### src/rtl/execute_stage_if.sv
// Decode-to-EX/MEM bundle: decode-stage registered outputs and hazard controls
// in, EX/MEM pipeline register contents and condition codes out.
// Ports: slave = execute stage (consumes decode, drives EX/MEM); master = driver.
interface execute_stage_if #(
  parameter int WIDTH  = 16,
  parameter int ADDR_W = 3
);
  // decode side / hazard control
  logic              in_valid;
  logic              stall;
  logic              flush;
  logic [1:0]        ALUOp;
  logic              WB_ALUtoReg;
  logic              RegWrite;
  logic              MemRead;
  logic              MemWrite;
  logic [WIDTH-1:0]  read_data1;
  logic [WIDTH-1:0]  read_data2;
  logic [WIDTH-1:0]  sign_extend_in;
  logic [ADDR_W-1:0] reg_write_address;
  // EX/MEM side
  logic [WIDTH-1:0]  alu_result_r;
  logic [WIDTH-1:0]  store_data_r;
  logic              WB_ALUtoReg_r;
  logic              RegWrite_r;
  logic              MemRead_r;
  logic              MemWrite_r;
  logic [ADDR_W-1:0] reg_write_address_r;
  logic              valid_r;
  logic [2:0]        ccr_r;

  modport slave (
    input  in_valid, stall, flush, ALUOp, WB_ALUtoReg, RegWrite, MemRead, MemWrite,
           read_data1, read_data2, sign_extend_in, reg_write_address,
    output alu_result_r, store_data_r, WB_ALUtoReg_r, RegWrite_r, MemRead_r,
           MemWrite_r, reg_write_address_r, valid_r, ccr_r
  );

  modport master (
    output in_valid, stall, flush, ALUOp, WB_ALUtoReg, RegWrite, MemRead, MemWrite,
           read_data1, read_data2, sign_extend_in, reg_write_address,
    input  alu_result_r, store_data_r, WB_ALUtoReg_r, RegWrite_r, MemRead_r,
           MemWrite_r, reg_write_address_r, valid_r, ccr_r
  );
endinterface

### src/rtl/execute_stage.sv
// Execute stage: combinational ALU (ADD/SUB/AND/ADDI) feeding the EX/MEM register and a {C,N,Z} CCR.
// Latency: 1 cycle input to registered outputs; 1 instruction/cycle when not stalled.
// Backpressure: stall holds EX/MEM and CCR (flush ignored while stalled); flush inserts a bubble.
// Ports: clk, rst (sync, active-high); bus = execute_stage_if.slave carrying decode inputs and EX/MEM outputs.
module execute_stage #(
  parameter int WIDTH  = 16,
  parameter int ADDR_W = 3
) (
  input logic            clk,
  input logic            rst,
  execute_stage_if.slave bus
);

  localparam logic [1:0] OP_ADD  = 2'b00;
  localparam logic [1:0] OP_SUB  = 2'b01;
  localparam logic [1:0] OP_AND  = 2'b10;
  localparam logic [1:0] OP_ADDI = 2'b11;

  logic [WIDTH:0]   sum_ab;
  logic [WIDTH:0]   diff_ab;
  logic [WIDTH:0]   sum_imm;
  logic [WIDTH-1:0] alu_res;
  logic             carry;
  logic [2:0]       ccr_next;
  logic             ccr_upd;

  // Extended-width arithmetic: bit WIDTH of the sum is carry-out; for the
  // subtraction it is the borrow, i.e. set exactly when A < B unsigned.
  assign sum_ab  = {1'b0, bus.read_data1} + {1'b0, bus.read_data2};
  assign diff_ab = {1'b0, bus.read_data1} - {1'b0, bus.read_data2};
  assign sum_imm = {1'b0, bus.read_data1} + {1'b0, bus.sign_extend_in};

  always_comb begin
    alu_res = '0;
    carry   = 1'b0;
    case (bus.ALUOp)
      OP_ADD: begin
        alu_res = sum_ab[WIDTH-1:0];
        carry   = sum_ab[WIDTH];
      end
      OP_SUB: begin
        alu_res = diff_ab[WIDTH-1:0];
        carry   = diff_ab[WIDTH];
      end
      OP_AND: begin
        alu_res = bus.read_data1 & bus.read_data2;
        carry   = 1'b0;
      end
      OP_ADDI: begin
        alu_res = sum_imm[WIDTH-1:0];
        carry   = 1'b0;
      end
      default: begin
        alu_res = '0;
        carry   = 1'b0;
      end
    endcase
  end

  assign ccr_next = {carry, alu_res[WIDTH-1], (alu_res == '0)};
  // ADDI is address generation only, so it leaves the flags alone.
  assign ccr_upd  = bus.in_valid && (bus.ALUOp != OP_ADDI);

  // Priority: rst > stall > flush > normal capture.
  always_ff @(posedge clk) begin
    if (rst) begin
      bus.alu_result_r        <= '0;
      bus.store_data_r        <= '0;
      bus.WB_ALUtoReg_r       <= 1'b0;
      bus.RegWrite_r          <= 1'b0;
      bus.MemRead_r           <= 1'b0;
      bus.MemWrite_r          <= 1'b0;
      bus.reg_write_address_r <= '0;
      bus.valid_r             <= 1'b0;
      bus.ccr_r               <= 3'b000;
    end else if (bus.stall) begin
      // hold everything; a coincident flush is dropped and re-issued later
    end else if (bus.flush) begin
      bus.alu_result_r        <= '0;
      bus.store_data_r        <= '0;
      bus.WB_ALUtoReg_r       <= 1'b0;
      bus.RegWrite_r          <= 1'b0;
      bus.MemRead_r           <= 1'b0;
      bus.MemWrite_r          <= 1'b0;
      bus.reg_write_address_r <= '0;
      bus.valid_r             <= 1'b0;
    end else begin
      bus.alu_result_r        <= alu_res;
      bus.store_data_r        <= bus.read_data2;
      bus.reg_write_address_r <= bus.reg_write_address;
      // control is qualified so an empty slot can never write anywhere
      bus.WB_ALUtoReg_r       <= bus.WB_ALUtoReg & bus.in_valid;
      bus.RegWrite_r          <= bus.RegWrite    & bus.in_valid;
      bus.MemRead_r           <= bus.MemRead     & bus.in_valid;
      bus.MemWrite_r          <= bus.MemWrite    & bus.in_valid;
      bus.valid_r             <= bus.in_valid;
      if (ccr_upd) begin
        bus.ccr_r <= ccr_next;
      end
    end
  end

endmodule

### src/flat_wrapper.sv
// flat-port wrapper written by rule: the top's interface ports become plain ports
module execute_stage_flat 
#(
  parameter int WIDTH  = 16,
  parameter int ADDR_W = 3
)
  (clk, rst, bus_in_valid, bus_stall, bus_flush, bus_ALUOp, bus_WB_ALUtoReg, bus_RegWrite, bus_MemRead, bus_MemWrite, bus_read_data1, bus_read_data2, bus_sign_extend_in, bus_reg_write_address, bus_alu_result_r, bus_store_data_r, bus_WB_ALUtoReg_r, bus_RegWrite_r, bus_MemRead_r, bus_MemWrite_r, bus_reg_write_address_r, bus_valid_r, bus_ccr_r);
  execute_stage_if #(.WIDTH(WIDTH), .ADDR_W(ADDR_W)) bus_i ();
  input logic clk;
  input logic rst;
  input wire logic [$bits(bus_i.in_valid)-1:0] bus_in_valid;
  input wire logic [$bits(bus_i.stall)-1:0] bus_stall;
  input wire logic [$bits(bus_i.flush)-1:0] bus_flush;
  input wire logic [$bits(bus_i.ALUOp)-1:0] bus_ALUOp;
  input wire logic [$bits(bus_i.WB_ALUtoReg)-1:0] bus_WB_ALUtoReg;
  input wire logic [$bits(bus_i.RegWrite)-1:0] bus_RegWrite;
  input wire logic [$bits(bus_i.MemRead)-1:0] bus_MemRead;
  input wire logic [$bits(bus_i.MemWrite)-1:0] bus_MemWrite;
  input wire logic [$bits(bus_i.read_data1)-1:0] bus_read_data1;
  input wire logic [$bits(bus_i.read_data2)-1:0] bus_read_data2;
  input wire logic [$bits(bus_i.sign_extend_in)-1:0] bus_sign_extend_in;
  input wire logic [$bits(bus_i.reg_write_address)-1:0] bus_reg_write_address;
  output wire logic [$bits(bus_i.alu_result_r)-1:0] bus_alu_result_r;
  output wire logic [$bits(bus_i.store_data_r)-1:0] bus_store_data_r;
  output wire logic [$bits(bus_i.WB_ALUtoReg_r)-1:0] bus_WB_ALUtoReg_r;
  output wire logic [$bits(bus_i.RegWrite_r)-1:0] bus_RegWrite_r;
  output wire logic [$bits(bus_i.MemRead_r)-1:0] bus_MemRead_r;
  output wire logic [$bits(bus_i.MemWrite_r)-1:0] bus_MemWrite_r;
  output wire logic [$bits(bus_i.reg_write_address_r)-1:0] bus_reg_write_address_r;
  output wire logic [$bits(bus_i.valid_r)-1:0] bus_valid_r;
  output wire logic [$bits(bus_i.ccr_r)-1:0] bus_ccr_r;
  assign bus_i.in_valid = bus_in_valid;
  assign bus_i.stall = bus_stall;
  assign bus_i.flush = bus_flush;
  assign bus_i.ALUOp = bus_ALUOp;
  assign bus_i.WB_ALUtoReg = bus_WB_ALUtoReg;
  assign bus_i.RegWrite = bus_RegWrite;
  assign bus_i.MemRead = bus_MemRead;
  assign bus_i.MemWrite = bus_MemWrite;
  assign bus_i.read_data1 = bus_read_data1;
  assign bus_i.read_data2 = bus_read_data2;
  assign bus_i.sign_extend_in = bus_sign_extend_in;
  assign bus_i.reg_write_address = bus_reg_write_address;
  assign bus_alu_result_r = bus_i.alu_result_r;
  assign bus_store_data_r = bus_i.store_data_r;
  assign bus_WB_ALUtoReg_r = bus_i.WB_ALUtoReg_r;
  assign bus_RegWrite_r = bus_i.RegWrite_r;
  assign bus_MemRead_r = bus_i.MemRead_r;
  assign bus_MemWrite_r = bus_i.MemWrite_r;
  assign bus_reg_write_address_r = bus_i.reg_write_address_r;
  assign bus_valid_r = bus_i.valid_r;
  assign bus_ccr_r = bus_i.ccr_r;
  execute_stage #(.WIDTH(WIDTH), .ADDR_W(ADDR_W)) u_core (.clk(clk), .rst(rst), .bus(bus_i));
endmodule
### config.mk
export PLATFORM = sky130hd
export DESIGN_NAME = execute_stage_flat
export DESIGN_NICKNAME = d
export VERILOG_FILES = /design/src/rtl/execute_stage_if.sv /design/src/rtl/execute_stage.sv /design/src/flat_wrapper.sv
export SDC_FILE = /design/constraint.sdc
export NUM_CORES = 1
export LEC_CHECK = 0
export ABC_CLOCK_PERIOD_IN_PS = 4400
export BUFFER_PORTS_ARGS = -buffer_cell sky130_fd_sc_hd__buf_2
export CAP_MARGIN = 30
export CORE_MARGIN = 2
export CORE_UTILIZATION = 44
export CTS_CLUSTER_DIAMETER = 40
export DETAILED_ROUTE_END_ITERATION = 16
export PLACE_DENSITY = 0.72
export SYNTH_ARGS = -nofsm -noshare
export SYNTH_HDL_FRONTEND = slang
export SYNTH_SLANG_ARGS = --single-unit
### constraint.sdc
create_clock -name clk -period 4.4 [get_ports clk]
set_input_delay 0.44 -clock clk [delete_from_list [all_inputs] [get_ports clk]]
set_output_delay 0.44 -clock clk [all_outputs]
set_load 0.01 [all_outputs]
Word level (Yosys, flattened, before mapping)
Index checks and enable logic that the tools add are counted.
{"block": "word_totals", "reg_bits": 43, "output_inout_bits": 43, "elab_cells": 38}
{"block": "op_classes", "n_reduce_logical": 5, "mux": 10, "bitwise": 7, "addsub": 3, "n_eq_ne": 4}
{"op": "16-bit case mux with 4 select lines", "count": 1}
{"op": "16-bit 2-to-1 mux", "count": 2}
{"op": "16-bit by 16-bit adder with 17-bit output", "count": 1}
{"op": "16-bit by 16-bit subtractor with 17-bit output", "count": 1}
{"op": "16-bit adder", "count": 1}
{"op": "16-bit AND", "count": 1}
{"op": "16-bit logical NOT", "count": 1}
{"op": "1-bit 2-to-1 mux", "count": 5}
{"op": "1-bit AND", "count": 4}
{"op": "2-bit == test (second input constant)", "count": 2}
{"op": "3-bit 2-to-1 mux", "count": 1}
{"op": "1-bit case mux with 3 select lines", "count": 1}
{"op": "3-bit AND reduction", "count": 1}
{"op": "2-bit by 1-bit == test with 1-bit output (second input constant)", "count": 1}
{"op": "2-bit logical NOT", "count": 1}
{"op": "2-bit != test (second input constant)", "count": 1}
{"op": "1-bit inverter", "count": 2}
{"op": "2-bit OR reduction", "count": 1}
{"op": "1-bit logical AND", "count": 1}

Longest topological paths before layout
Gate-level depths: netlist (run 1).
{"block": "logic_depth", "ltp_word": 3, "depth_mapped": 13, "mapped_depth_nobuf": 13}

Worst setup path after synthesis (run 1)
Ideal clock, no wire load.
{"block": "synth_path", "kind": "input-to-reg", "start": "input port bus_read_data2[0]", "end": "register u_core.bus.ccr_r[0]", "t_arrival_ps": 3122, "required_time_ps": 4316, "cell_stages": 12, "slack_ps": 1194, "path_buffers": 0, "path_cell_list": "ha_1 inv_1 fa_1 nor2_1 o311ai_2 a21oi_1 a221oi_1 mux2i_1 nor2_1 or4_4 or4_4 o31ai_2"}
{"block": "synth_between", "elab_chain_cells": 3, "elab_cells_between_ends": 5, "classes_between": "add/sub (2); mux (1); bitwise (1); reduce/logical (1)"}
{"element": "from (decl)", "line": "flat_wrapper.sv:20", "source": "input wire logic [$bits(bus_i.read_data2)-1:0] bus_read_data2;"}
{"element": "16-bit by 16-bit subtractor with 17-bit output, or another cell as far along", "line": "execute_stage.sv:30", "source": "assign diff_ab = {1'b0, bus.read_data1} - {1'b0, bus.read_data2};"}
{"element": "16-bit case mux with 4 select lines (*)", "line": "execute_stage.sv:36", "source": "case (bus.ALUOp)"}
{"element": "16-bit logical NOT (*)", "line": "execute_stage.sv:60", "source": "assign ccr_next = {carry, alu_res[WIDTH-1], (alu_res == '0)};"}
{"element": "to (signal assigned)", "line": "execute_stage.sv:98", "source": "bus.ccr_r <= ccr_next;"}
{"element": "to (decl)", "line": "execute_stage_if.sv:36", "source": "MemWrite_r, reg_write_address_r, valid_r, ccr_r"}
Every way passes the cells marked *; elsewhere a longest branch is shown, timed or not.
A chain may end at the register's enable or synchronous reset.

Worst setup path in the final report (run 1)
{"block": "layout_path", "start": "input port bus_read_data2[9]", "end": "register u_core.bus.ccr_r[0]"}
Same word-level chain as after synthesis.

==> reports/qor.txt, run 1 <==
Run status -> complete, no violations
DR WL/cell -> 16.8 microns
Largest net degree at the start of global routing -> 64
Initial antenna violation count -> 0
CP arrival -> 3.69 ns
Post-synthesis sequential area ratio -> 19.6%
Async set-reset flop share out of synthesis -> 0%
Num Clock Sinks -> 43
CTS Hold Bufs -> 0
R2r setup slk -> 3.44 ns
Global route overflow -> 0
Synth warn -> 0
Share of layout cells above drive strength 1 -> 20.7%
WL final -> 13,500 microns
Root Driver -> clkbuf_8
Fmax -> 288 MHz
I/O pin count -> 105
Chip Height -> 104 microns
Via density -> 5.87
Initial DRC Count -> 312
Total global-route track usage -> 24.4%
Post-route ant nets -> 0
Core area -> 0.00973 sq mm
Post-CTS Setup Bufs -> 0
Slew headroom -> 50.2%
Resize count post-CTS -> 0
Final count of hold timing violations -> 0
Syn Nets -> 698
Critical R2R Capture -> u_core.bus.ccr_r[0]
Worst Setup Start Kind -> primary input
Max-capacitance violation count -> 0
Setup violators final -> 0
Die ar. -> 0.0108 sq mm
Via count -> 4,712
Crit path time final -> 3.47 ns
Synth top area cells -> dfxtp_1, ha_1, nor2_1, a21oi_1, a22oi_1
P&R area growth vs syn -> 14.6%
Reg2reg path depth -> 2
Final Cell Area -> 0.00502 sq mm
Crit Path Max Fanout -> 12
Die X -> 104 microns
Critical path class -> in -> reg
Worst-margin pin slew -> 0.747 ns
Routability cong. -> 0.999
P per Cell Area -> 241 mW/mm^2
Starting Density -> 45.0%
Synthesis-stage register bit count -> 43
Clock Tree Buf Depth -> 2
Ys flop type -> dfxtp_1
Sum Neg Setup Slack -> 0 ns
Cts bufs inserted -> 5
DRC errors left -> 0
Placed cell areas -> 0.00493 sq mm
ANT cells -> 0
Post-synth EDFFs -> 0
Core Rows -> 36
Vias in the first global route -> 4,336
Worst Setup EP -> u_core.bus.ccr_r[0]
Final net count -> 781
Detailed Routing Iterations Pass 1 -> 5
IO buf count -> 104
First-pass GRT wire length -> 21,800 microns
Area leader, netlist -> dfxtp_1
Mapped Area -> 0.00438 sq mm
Fin util -> 51.6%
Post-synth cell types -> 74
Synthesized netlist cell count -> 586
Maximum vdd ir drop -> 0.121 mV
Syn Area/Cell -> 7.48 sq um
Worst Skew -> 0 ns
Layout filler cell count -> 1,009
RSZ-0062 raised after global routing -> no
Top cell type's share of synthesized area -> 19.6%
Max H-tree Level -> 2
Clk_lat worst skew -> 0.29 ns
Max-slew violations -> 0
Crit path from -> bus_read_data2[9]
Ratio of final minimum period to clock period -> 79.0%
Clock-pin slew on the worst setup and hold paths -> 0.09 ns
CTS tree -> done
CP Capture Type -> register
HPWL after DPL -> 10,800 microns
Critical Path RT -> 4.61 ns
Hold crit path type -> in -> reg
Leakage Power -> 2.36 nW
RR Startpoint -> u_core.bus.ccr_r[0]
## sequential cells by signal (all words and copies together), names as in the netlist
register                        count
u_core.bus.valid_r                  1
u_core.bus.WB_ALUtoReg_r            1
u_core.bus.ccr_r                    3
u_core.bus.alu_result_r            16
u_core.bus.MemRead_r                1
u_core.bus.MemWrite_r               1
u_core.bus.reg_write_address_r      3
u_core.bus.store_data_r            16
u_core.bus.RegWrite_r               1
## how the worst min path moves through the flow
stage	startpoint	endpoint	slack, ns	cells past startpoint
global route	bus_reg_write_address[0]	u_core.bus.reg_write_address_r[0]	0.39	3
CTS	bus_reg_write_address[0]	u_core.bus.reg_write_address_r[0]	0.38	3
detailed placement	u_core.bus.store_data_r[12]	u_core.bus.store_data_r[12]	0.47	2
floorplan	u_core.bus.ccr_r[2]	u_core.bus.ccr_r[2]	0.52	2
global placement	u_core.bus.reg_write_address_r[1]	u_core.bus.reg_write_address_r[1]	0.47	2
finish	bus_reg_write_address[0]	u_core.bus.reg_write_address_r[0]	0.38	3
## critical path: stages
cell	delay [ns]
buf_2	0.10
inv_1	0.07
ha_1	0.45
or3_1	0.47
or4_1	0.47
a21oi_1	0.16
or3_1	0.16
o21ai_1	0.06
o211ai_1	0.15
mux2i_1	0.22
o221ai_1	0.18
or4_4	0.58
o31ai_2	0.17
## power breakdown
group	leakage (nW)	switching [W]	internal [W]
logic	1.96	0.000324	0.000213
registers	0.350	0.00000875	0.000406
clock network	0.0408	0.000143	0.000114
## final cells by class
class	instances	area, sq um	area share (%)
inverter	39	151	3.01
tap	133	166	3.31
clock buffer	5	68.8	1.37
clock inverter	3	23.8	0.473
timing repair buffer	108	551	11.0
multi-input combinational	472	3200	63.7
sequential	43	861	17.1
## stage by stage
stage / total power [W] / hold WS, ns / setup slack [ns] / instances
after floorplan: 0.000798 / 0.515 / 1.19 / 586
after global placement: 0.000945 / 0.468 / 0.666 / 794
after detailed placement: 0.000950 / 0.474 / 0.646 / 795
after CTS: 0.00121 / 0.378 / 0.935 / 803
after global routing: 0.00129 / 0.385 / 0.748 / 803
final: 0.00121 / 0.381 / 0.925 / 803
## Yosys cell counts, types with 8 or more instances
| library cell | n |
|---|---|
| a22oi_1 | 18 |
| nor3_1 | 26 |
| a21o_1 | 8 |
| mux2i_1 | 11 |
| nor2b_1 | 13 |
| o21ai_0 | 14 |
| dfxtp_1 | 43 |
| o211ai_1 | 14 |
| clkbuf_1 | 23 |
| nor2_1 | 84 |
| nand2b_1 | 11 |
| xnor2_1 | 12 |
| inv_1 | 35 |
| nand2_1 | 35 |
| ha_1 | 47 |
| a21oi_1 | 55 |
## logic make-up (layout without fill, tap and decap cells)
kind of cell    after synthesis  after routing  share of synthesized area (%)
mux                          13             13                           3.03
simple gates                210            210                           23.2
flops                        43             43                           19.6
fa+ha+maj                    50             50                           14.8
xor+xnor                     18             18                           3.60
compound gates              181            181                           28.5
buf+inv                      71            155                           7.28
## cells in the final DEF, fill, tap and decap left out, types with 3 or more instances in the layout
cell type / n
a211o_1: 7
a211oi_1: 6
a21o_1: 8
a21oi_1: 55
a21oi_2: 3
a221oi_1: 4
a22oi_1: 18
a31oi_1: 5
and3_1: 3
buf_2: 104
buf_4: 4
clkbuf_8: 5
dfxtp_1: 43
fa_1: 3
ha_1: 47
inv_1: 35
inv_2: 3
mux2i_1: 11
nand2_1: 35
nand2b_1: 11
nand3_1: 5
nand4_1: 4
nor2_1: 84
nor2b_1: 13
nor3_1: 26
nor3b_1: 3
nor4_1: 4
o2111ai_1: 3
o211ai_1: 14
o21a_1: 6
o21ai_0: 14
o21ai_1: 4
o22ai_1: 4
o41ai_1: 3
or2_2: 3
or3_1: 3
or4_1: 3
xnor2_1: 12
xor2_1: 6
## per-layer routing
| layer | global-route usage (%) | part of all wire [%] |
|---|---|---|
| met1 | 32.5 | 46 |
| met4 | 7.63 | 2.5 |
| met2 | 40.8 | 46 |
| met5 | 0 | 0 |
| met3 | 3.40 | 5.9 |
(Power assumes the default switching activity.)
==> inputs of run 2 (changes only) <==
--- a/config.mk
+++ b/config.mk
@@ -5,7 +5,7 @@
 export SDC_FILE = /design/constraint.sdc
 export NUM_CORES = 1
 export LEC_CHECK = 0
-export ABC_CLOCK_PERIOD_IN_PS = 4400
+export ABC_CLOCK_PERIOD_IN_PS = 3500
 export BUFFER_PORTS_ARGS = -buffer_cell sky130_fd_sc_hd__buf_2
 export CAP_MARGIN = 30
 export CORE_MARGIN = 2
==> constraint.sdc (replaced) <==
create_clock -name clk -period 3.5 [get_ports clk]
set_input_delay 0.35 -clock clk [delete_from_list [all_inputs] [get_ports clk]]
set_output_delay 0.35 -clock clk [all_outputs]
set_load 0.01 [all_outputs]
==> run 2 against run 1 <==
  * Clock skew stayed put
  * Sequential power rose by 26%
  * Global-route usage fell by 0.17 points
  * First-iteration DRC count down 17%
  * Utilization increased by 1.3 points
  * Register-to-register slack lost 0.87 ns
  * Clock power up 49%
  * Flip-flop and latch count is the same
  * Cell area grew 2.5%
  * Non-clock buffer count increased by 14
  * Final cell count up 1.7%
==> reports/qor.txt, run 2 (synthesis gave the netlist of run 1 again) <==
Core area -> 0.00973 sq mm (unchanged)
Max-capacitance violation count -> 0 (unchanged)
Critical path's slowest cell -> or4_4 (unchanged)
Maximum vdd ir drop -> 0.179 mV (was 0.121 mV)
Starting Density -> 45.0% (unchanged)
Total global-route track usage -> 24.2% (was 24.4%)
Post-route ant nets -> 0 (unchanged)
Root Driver -> clkbuf_8 (unchanged)
Critical path depth in cells -> 13 (unchanged)
Worst Skew -> 0 ns (unchanged)
HPWL after DPL -> 10,900 microns (was 10,800 microns)
First-pass GRT wire length -> 21,900 microns (was 21,800 microns)
Fmax -> 311 MHz
Largest registers -> u_core.bus.alu_result_r: 16 flops, u_core.bus.store_data_r: 16 flops (unchanged)
RSZ-0062 raised after global routing -> no (unchanged)
Most frequent cells in the layout -> buf_2, nor2_1, a21oi_1 (unchanged)
Crit Path Max Fanout -> 4 (was 12)
Clock Tree Buf Depth -> 2 (unchanged)
P&R area growth vs syn -> 17.5% (was 14.6%)
Initial antenna violation count -> 0 (unchanged)
Resize count post-CTS -> 0 (unchanged)
Critical path class -> in -> reg (unchanged)
Worst-margin pin slew -> 0.760 ns (was 0.747 ns)
Layout filler cell count -> 994 (was 1,009)
Final net count -> 795 (was 781)
CP Cell Sequence -> buf_2 -> ha_1 -> inv_1 -> fa_1 -> nor2_1 -> o311ai_2 -> a21oi_1 -> a221oi_1 -> mux2i_1 -> nor2_1 -> or4_4 -> or4_4 -> o31ai_2 (was buf_2 -> inv_1 -> ha_1 -> or3_1 -> or4_1 -> a21oi_1 -> or3_1 -> o21ai_1 -> o211ai_1 -> mux2i_1 -> o221ai_1 -> or4_4 -> o31ai_2)
Global route overflow -> 0 (unchanged)
Largest net degree at the start of global routing -> 64 (unchanged)
Reg2reg path depth -> 2 (unchanged)
Clock-pin slew on the worst setup and hold paths -> 0.08 ns (was 0.09 ns)
Via density -> 5.79 (was 5.87)
Hold crit path type -> in -> reg (unchanged)
Worst Setup EP -> u_core.bus.ccr_r[0] (unchanged)
Crit path from -> bus_read_data2[0] (was bus_read_data2[9])
ANT cells -> 0 (unchanged)
Commonest non-fill, non-tap cell in the layout -> buf_2 (unchanged)
Slew headroom -> 49.3% (was 50.2%)
Run status -> complete, no violations (unchanged)
Post-CTS Setup Bufs -> 0 (unchanged)
Share of layout cells above drive strength 1 -> 22.4% (was 20.7%)
Ratio of final minimum period to clock period -> 91.9%
Leakage Power -> 2.44 nW (was 2.36 nW)
Num Clock Sinks -> 43 (unchanged)
P per Cell Area -> 311 mW/mm^2 (was 241 mW/mm^2)
CP max stage delay -> 0.55 ns (was 0.58 ns)
DR WL/cell -> 16.4 microns (was 16.8 microns)
DRC errors left -> 0 (unchanged)
Core Rows -> 36 (unchanged)
Vias in the first global route -> 4,427 (was 4,336)
I/O pin count -> 105 (unchanged)
Top delay family on crit path -> simple AND/OR/NAND/NOR gates (unchanged)
Via count -> 4,728 (was 4,712)
Chip Height -> 104 microns (unchanged)
CP arrival -> 3.43 ns (was 3.69 ns)
CTS Hold Bufs -> 0 (unchanged)
Routability cong. -> 0.908 (was 0.999)
Setup violators final -> 0 (unchanged)
Worst Setup Start Kind -> primary input (unchanged)
Die ar. -> 0.0108 sq mm (unchanged)
Critical Path RT -> 3.72 ns (was 4.61 ns)
CTS tree -> done (unchanged)
Cts bufs inserted -> 5 (unchanged)
Die X -> 104 microns (unchanged)
Worst Path Buf+Inv -> 2 (unchanged)
Detailed Routing Iterations Pass 1 -> 7 (was 5)
Initial DRC Count -> 258 (was 312)
Final count of hold timing violations -> 0 (unchanged)
Clk_lat worst skew -> 0.28 ns (was 0.29 ns)
Placed Cells incl. Taps -> 809 (was 795)
Max-slew violations -> 0 (unchanged)
Critical R2R Capture -> u_core.bus.ccr_r[0] (unchanged)
R2r setup slk -> 2.57 ns (was 3.44 ns)
Crit path time final -> 3.22 ns
RR Startpoint -> u_core.bus.ccr_r[0] (unchanged)
Sum Neg Setup Slack -> 0 ns (unchanged)
Non-filler cells, final -> 817 (was 803)
Max H-tree Level -> 2 (unchanged)
IO buf count -> 104 (unchanged)
CP Capture Type -> register (unchanged)
WL final -> 13,400 microns (was 13,500 microns)
## run 2: layout make-up
type                            instances  area, sq um  area share [%]
Clock inverter                          3         43.8           0.851
Sequential cell                        43          861            16.7
Clock buffer                            5         68.8            1.34
Multi-Input combinational cell        472         3200            62.2
Inverter                               39          151            2.94
Timing Repair Buffer                  122          656            12.7
Tap cell                              133          166            3.23
## run 2: tightest hold or removal path, cell delays in order
cell and delay [ns]:
buf_2 0.08, a22oi_1 0.05, nor2_1 0.07
## run 2: worst min path at each step
stage                                          start                                 to  slack (ns)  cells past startpoint
after floorplan             bus_reg_write_address[0]  u_core.bus.reg_write_address_r[0]        0.49                      2
after global placement            u_core.bus.valid_r                 u_core.bus.valid_r        0.47                      2
after detailed placement  u_core.bus.store_data_r[5]         u_core.bus.store_data_r[5]        0.48                      2
after CTS                   bus_reg_write_address[2]  u_core.bus.reg_write_address_r[2]        0.30                      3
after global routing        bus_reg_write_address[2]  u_core.bus.reg_write_address_r[2]        0.31                      3
final                       bus_reg_write_address[2]  u_core.bus.reg_write_address_r[2]        0.29                      3
## run 2: where the power goes
group          internal (W)  total (W)  switching, W
sequential         0.000510   0.000521     0.0000106
combinational      0.000287   0.000696      0.000410
clock              0.000212   0.000383      0.000170
## run 2: metal layers
metal  part of all wire (%)  vias up  GRT usage [%]
li1                       -     2318              -
met1                     46     2187           32.5
met2                     45      199           39.9
met3                    6.4       24           3.65
met4                    3.0        0           7.92
met5                      0        -              0
## run 2: stage by stage
stage               setup WS (ns)  area (sq um)  power [W]  hold slack (ns)  utilization (%)
detailed placement         0.0238          5040    0.00122            0.477             51.8
finish                      0.283          5150    0.00160            0.294             52.9
floorplan                   0.384          4380    0.00100            0.494                -
CTS                         0.308          5150    0.00160            0.301             52.9
global route               0.0951          5150    0.00170            0.315             52.9
global placement           0.0937          5040    0.00121            0.466             51.8
==> inputs of run 3 (changes only) <==
--- a/config.mk
+++ b/config.mk
@@ -5,14 +5,14 @@
 export SDC_FILE = /design/constraint.sdc
 export NUM_CORES = 1
 export LEC_CHECK = 0
-export ABC_CLOCK_PERIOD_IN_PS = 3500
+export ABC_CLOCK_PERIOD_IN_PS = 2930
 export BUFFER_PORTS_ARGS = -buffer_cell sky130_fd_sc_hd__buf_2
 export CAP_MARGIN = 30
 export CORE_MARGIN = 2
 export CORE_UTILIZATION = 44
 export CTS_CLUSTER_DIAMETER = 40
 export DETAILED_ROUTE_END_ITERATION = 16
-export PLACE_DENSITY = 0.72
+export PLACE_DENSITY = 0.74
 export SYNTH_ARGS = -nofsm -noshare
 export SYNTH_HDL_FRONTEND = slang
 export SYNTH_SLANG_ARGS = --single-unit
==> constraint.sdc (replaced) <==
create_clock -name clk -period 2.93 [get_ports clk]
set_input_delay 0.293 -clock clk [delete_from_list [all_inputs] [get_ports clk]]
set_output_delay 0.293 -clock clk [all_outputs]
set_load 0.01 [all_outputs]
==> run 3 against run 2 <==
  * The flow now finishes with violations (setup timing)
  * Die area stayed put
  * Utilization is 11 points higher
  * Count of clock-buffer cells in the layout is 1 higher
  * Register-to-register slack worse by 0.62 ns
  * Sequential share of layout area is 2.8 points lower
  * First-iteration DRC count is 33% higher
  * Worst hold slack worse by 0.055 ns
  * Combinational power is 55% higher
  * Routed wire length is 12% higher
  * Clock power is 3% lower
  * Power is 30% higher
  * Non-clock buffer count is 107 higher
==> reports/qor.txt, run 3 (synthesis gave the netlist of run 1 again) <==
Routability cong. -> 0.931 (was 0.908)
Cts bufs inserted -> 5 (unchanged)
Top delay family on crit path -> simple AND/OR/NAND/NOR gates (unchanged)
Via count -> 5,099 (was 4,728)
Maximum vdd ir drop -> 0.195 mV (was 0.179 mV)
Global route overflow -> 0 (unchanged)
Fmax -> 337 MHz
Clock-pin slew on the worst setup and hold paths -> 0.08 ns (about the same)
Post-route ant nets -> 0 (unchanged)
Crit Path Max Fanout -> 3 (was 4)
Slew headroom -> 60.8% (was 49.3%)
I/O pin count -> 105 (unchanged)
Largest registers -> u_core.bus.alu_result_r: 16 flops, u_core.bus.store_data_r: 16 flops (unchanged)
Worst Skew -> 0 ns (unchanged)
Initial DRC Count -> 343 (was 258)
Clk_lat worst skew -> 0.29 ns (was 0.28 ns)
Final Cell Area -> 0.00620 sq mm (was 0.00515 sq mm)
Worst Setup Start Kind -> primary input (unchanged)
Via density -> 5.52 (was 5.79)
Pre-CTS WS -> -0.470 ns (was 0.0238 ns)
CP arrival -> 3.18 ns (was 3.43 ns)
Critical Path RT -> 3.15 ns (was 3.72 ns)
Hold crit path type -> in -> reg (unchanged)
Share of layout cells above drive strength 1 -> 37.7% (was 22.4%)
Setup violators final -> 1 (was 0)
RSZ-0062 raised after global routing -> yes (was no)
Final count of hold timing violations -> 0 (unchanged)
CTS tree -> done (unchanged)
CP dominant cell by count -> or4_4
Crit path time final -> 2.97 ns
Initial antenna violation count -> 0 (unchanged)
Commonest non-fill, non-tap cell in the layout -> buf_4 (was buf_2)
RR Startpoint -> u_core.bus.ccr_r[0] (unchanged)
Critical path's slowest cell -> or4_4 (unchanged)
P per Cell Area -> 334 mW/mm^2 (was 311 mW/mm^2)
CP Capture Type -> register (unchanged)
Vias in the first global route -> 4,966 (was 4,427)
Most frequent cells in the layout -> buf_4, buf_2, nor2_1 (was buf_2, nor2_1, a21oi_1)
CP max stage delay -> 0.55 ns (about the same)
Max-capacitance violation count -> 0 (unchanged)
Hold path startpoint -> bus_reg_write_address[0] (was bus_reg_write_address[2])
Root Driver -> clkbuf_8 (unchanged)
IO buf count -> 104 (unchanged)
Leakage Power -> 2.96 nW (was 2.44 nW)
Total global-route track usage -> 27.5% (was 24.2%)
Detailed Routing Iterations Pass 1 -> 5 (was 7)
R2r setup slk -> 1.95 ns (was 2.57 ns)
Chip Height -> 104 microns (unchanged)
Worst Path Buf+Inv -> 2 (unchanged)
First-pass GRT wire length -> 24,500 microns (was 21,900 microns)
DR WL/cell -> 16.2 microns (was 16.4 microns)
Max-slew violations -> 0 (unchanged)
P&R area growth vs syn -> 41.6% (was 17.5%)
PnR worst setup slack -> -0.0361 ns (was 0.283 ns)
Final net count -> 902 (was 795)
WL final -> 15,000 microns (was 13,400 microns)
Run status -> finished with violations (was complete, no violations)
Die X -> 104 microns (unchanged)
Clock Tree Buf Depth -> 2 (unchanged)
DRC errors left -> 0 (unchanged)
Worst-margin pin slew -> 0.587 ns (was 0.760 ns)
HPWL after DPL -> 12,100 microns (was 10,900 microns)
Ratio of final minimum period to clock period -> 101%
Core Rows -> 36 (unchanged)
Crit path from -> bus_sign_extend_in[0] (was bus_read_data2[0])
Die ar. -> 0.0108 sq mm (unchanged)
Num Clock Sinks -> 43 (unchanged)
ANT cells -> 0 (unchanged)
Placed cell areas -> 0.00589 sq mm (was 0.00504 sq mm)
Largest net degree at the start of global routing -> 64 (unchanged)
Core area -> 0.00973 sq mm (unchanged)
Max H-tree Level -> 2 (unchanged)
Starting Density -> 45.0% (unchanged)
Critical path class -> in -> reg (unchanged)
Failing checks -> setup timing
CP Cell Sequence -> buf_2 -> ha_4 -> inv_2 -> fa_2 -> and2b_2 -> o2111ai_2 -> o211ai_2 -> a21o_1 -> a21oi_2 -> xor2_1 -> nor2_1 -> or4_4 -> or4_4 -> o31ai_2 (was buf_2 -> ha_1 -> inv_1 -> fa_1 -> nor2_1 -> o311ai_2 -> a21oi_1 -> a221oi_1 -> mux2i_1 -> nor2_1 -> or4_4 -> or4_4 -> o31ai_2)
-- run 3: routing by layer --
metal | vias up | share of wire, % | track usage (%)
li1 | 2531 | - | -
met1 | 2395 | 44 | 36.0
met2 | 160 | 49 | 48.2
met3 | 13 | 5.5 | 3.15
met4 | 0 | 1.6 | 6.85
met5 | - | 0 | 0
-- run 3: cell type report --
cell class / count / area [sq um]
Inverter: 39 / 151
Clock inverter: 2 / 12.5
Timing Repair Buffer: 229 / 1490
Sequential cell: 43 / 861
Clock buffer: 6 / 72.6
Fill cell: 884 / 3530
Multi-Input combinational cell: 472 / 3450
Tap cell: 133 / 166
-- run 3: worst reg2reg max path: stages, from the launching register on --
cell and delay (ns):
dfxtp_1 0.36, or3b_2 0.47, o31ai_2 0.07
-- run 3: power breakdown --
group / switching, W / total [W] / internal [W]
Combinational: 0.000562 / 0.00108 / 0.000517
Clock: 0.000205 / 0.000372 / 0.000167
Sequential: 0.0000130 / 0.000622 / 0.000609
-- run 3: what timing repair did --
action	CTS	global route
setup buffers	0	5
resized for setup	20	20
endpoints found under the hold margin	0	0
endpoints found under the setup margin	1	1
pin swaps	7	19
hold buffers	0	0
-- run 3: metrics by stage --
| step | total power, W | setup TNS [ns] | cells | util, % | hold WS, ns |
|---|---|---|---|---|---|
| CTS | 0.00202 | -0.0454 | 919 | 62.3 | 0.245 |
| global route | 0.00220 | -0.138 | 924 | 63.8 | 0.254 |
| floorplan | 0.00121 | 0 | 586 | - | 0.437 |
| finish | 0.00207 | -0.0361 | 924 | 63.8 | 0.239 |
| detailed placement | 0.00164 | -1.38 | 911 | 60.5 | 0.473 |
| global placement | 0.00162 | -0.961 | 911 | 60.5 | 0.465 |
-- run 3: final timing paths --
| kind | cells past startpoint | endpoint |
|---|---|---|
| worst max-delay path | 14 | u_core.bus.ccr_r[0] |
| worst min register to register | 2 | u_core.bus.RegWrite_r |
| worst max register to register | 2 | u_core.bus.ccr_r[0] |
| worst min-delay path | 3 | u_core.bus.reg_write_address_r[0] |
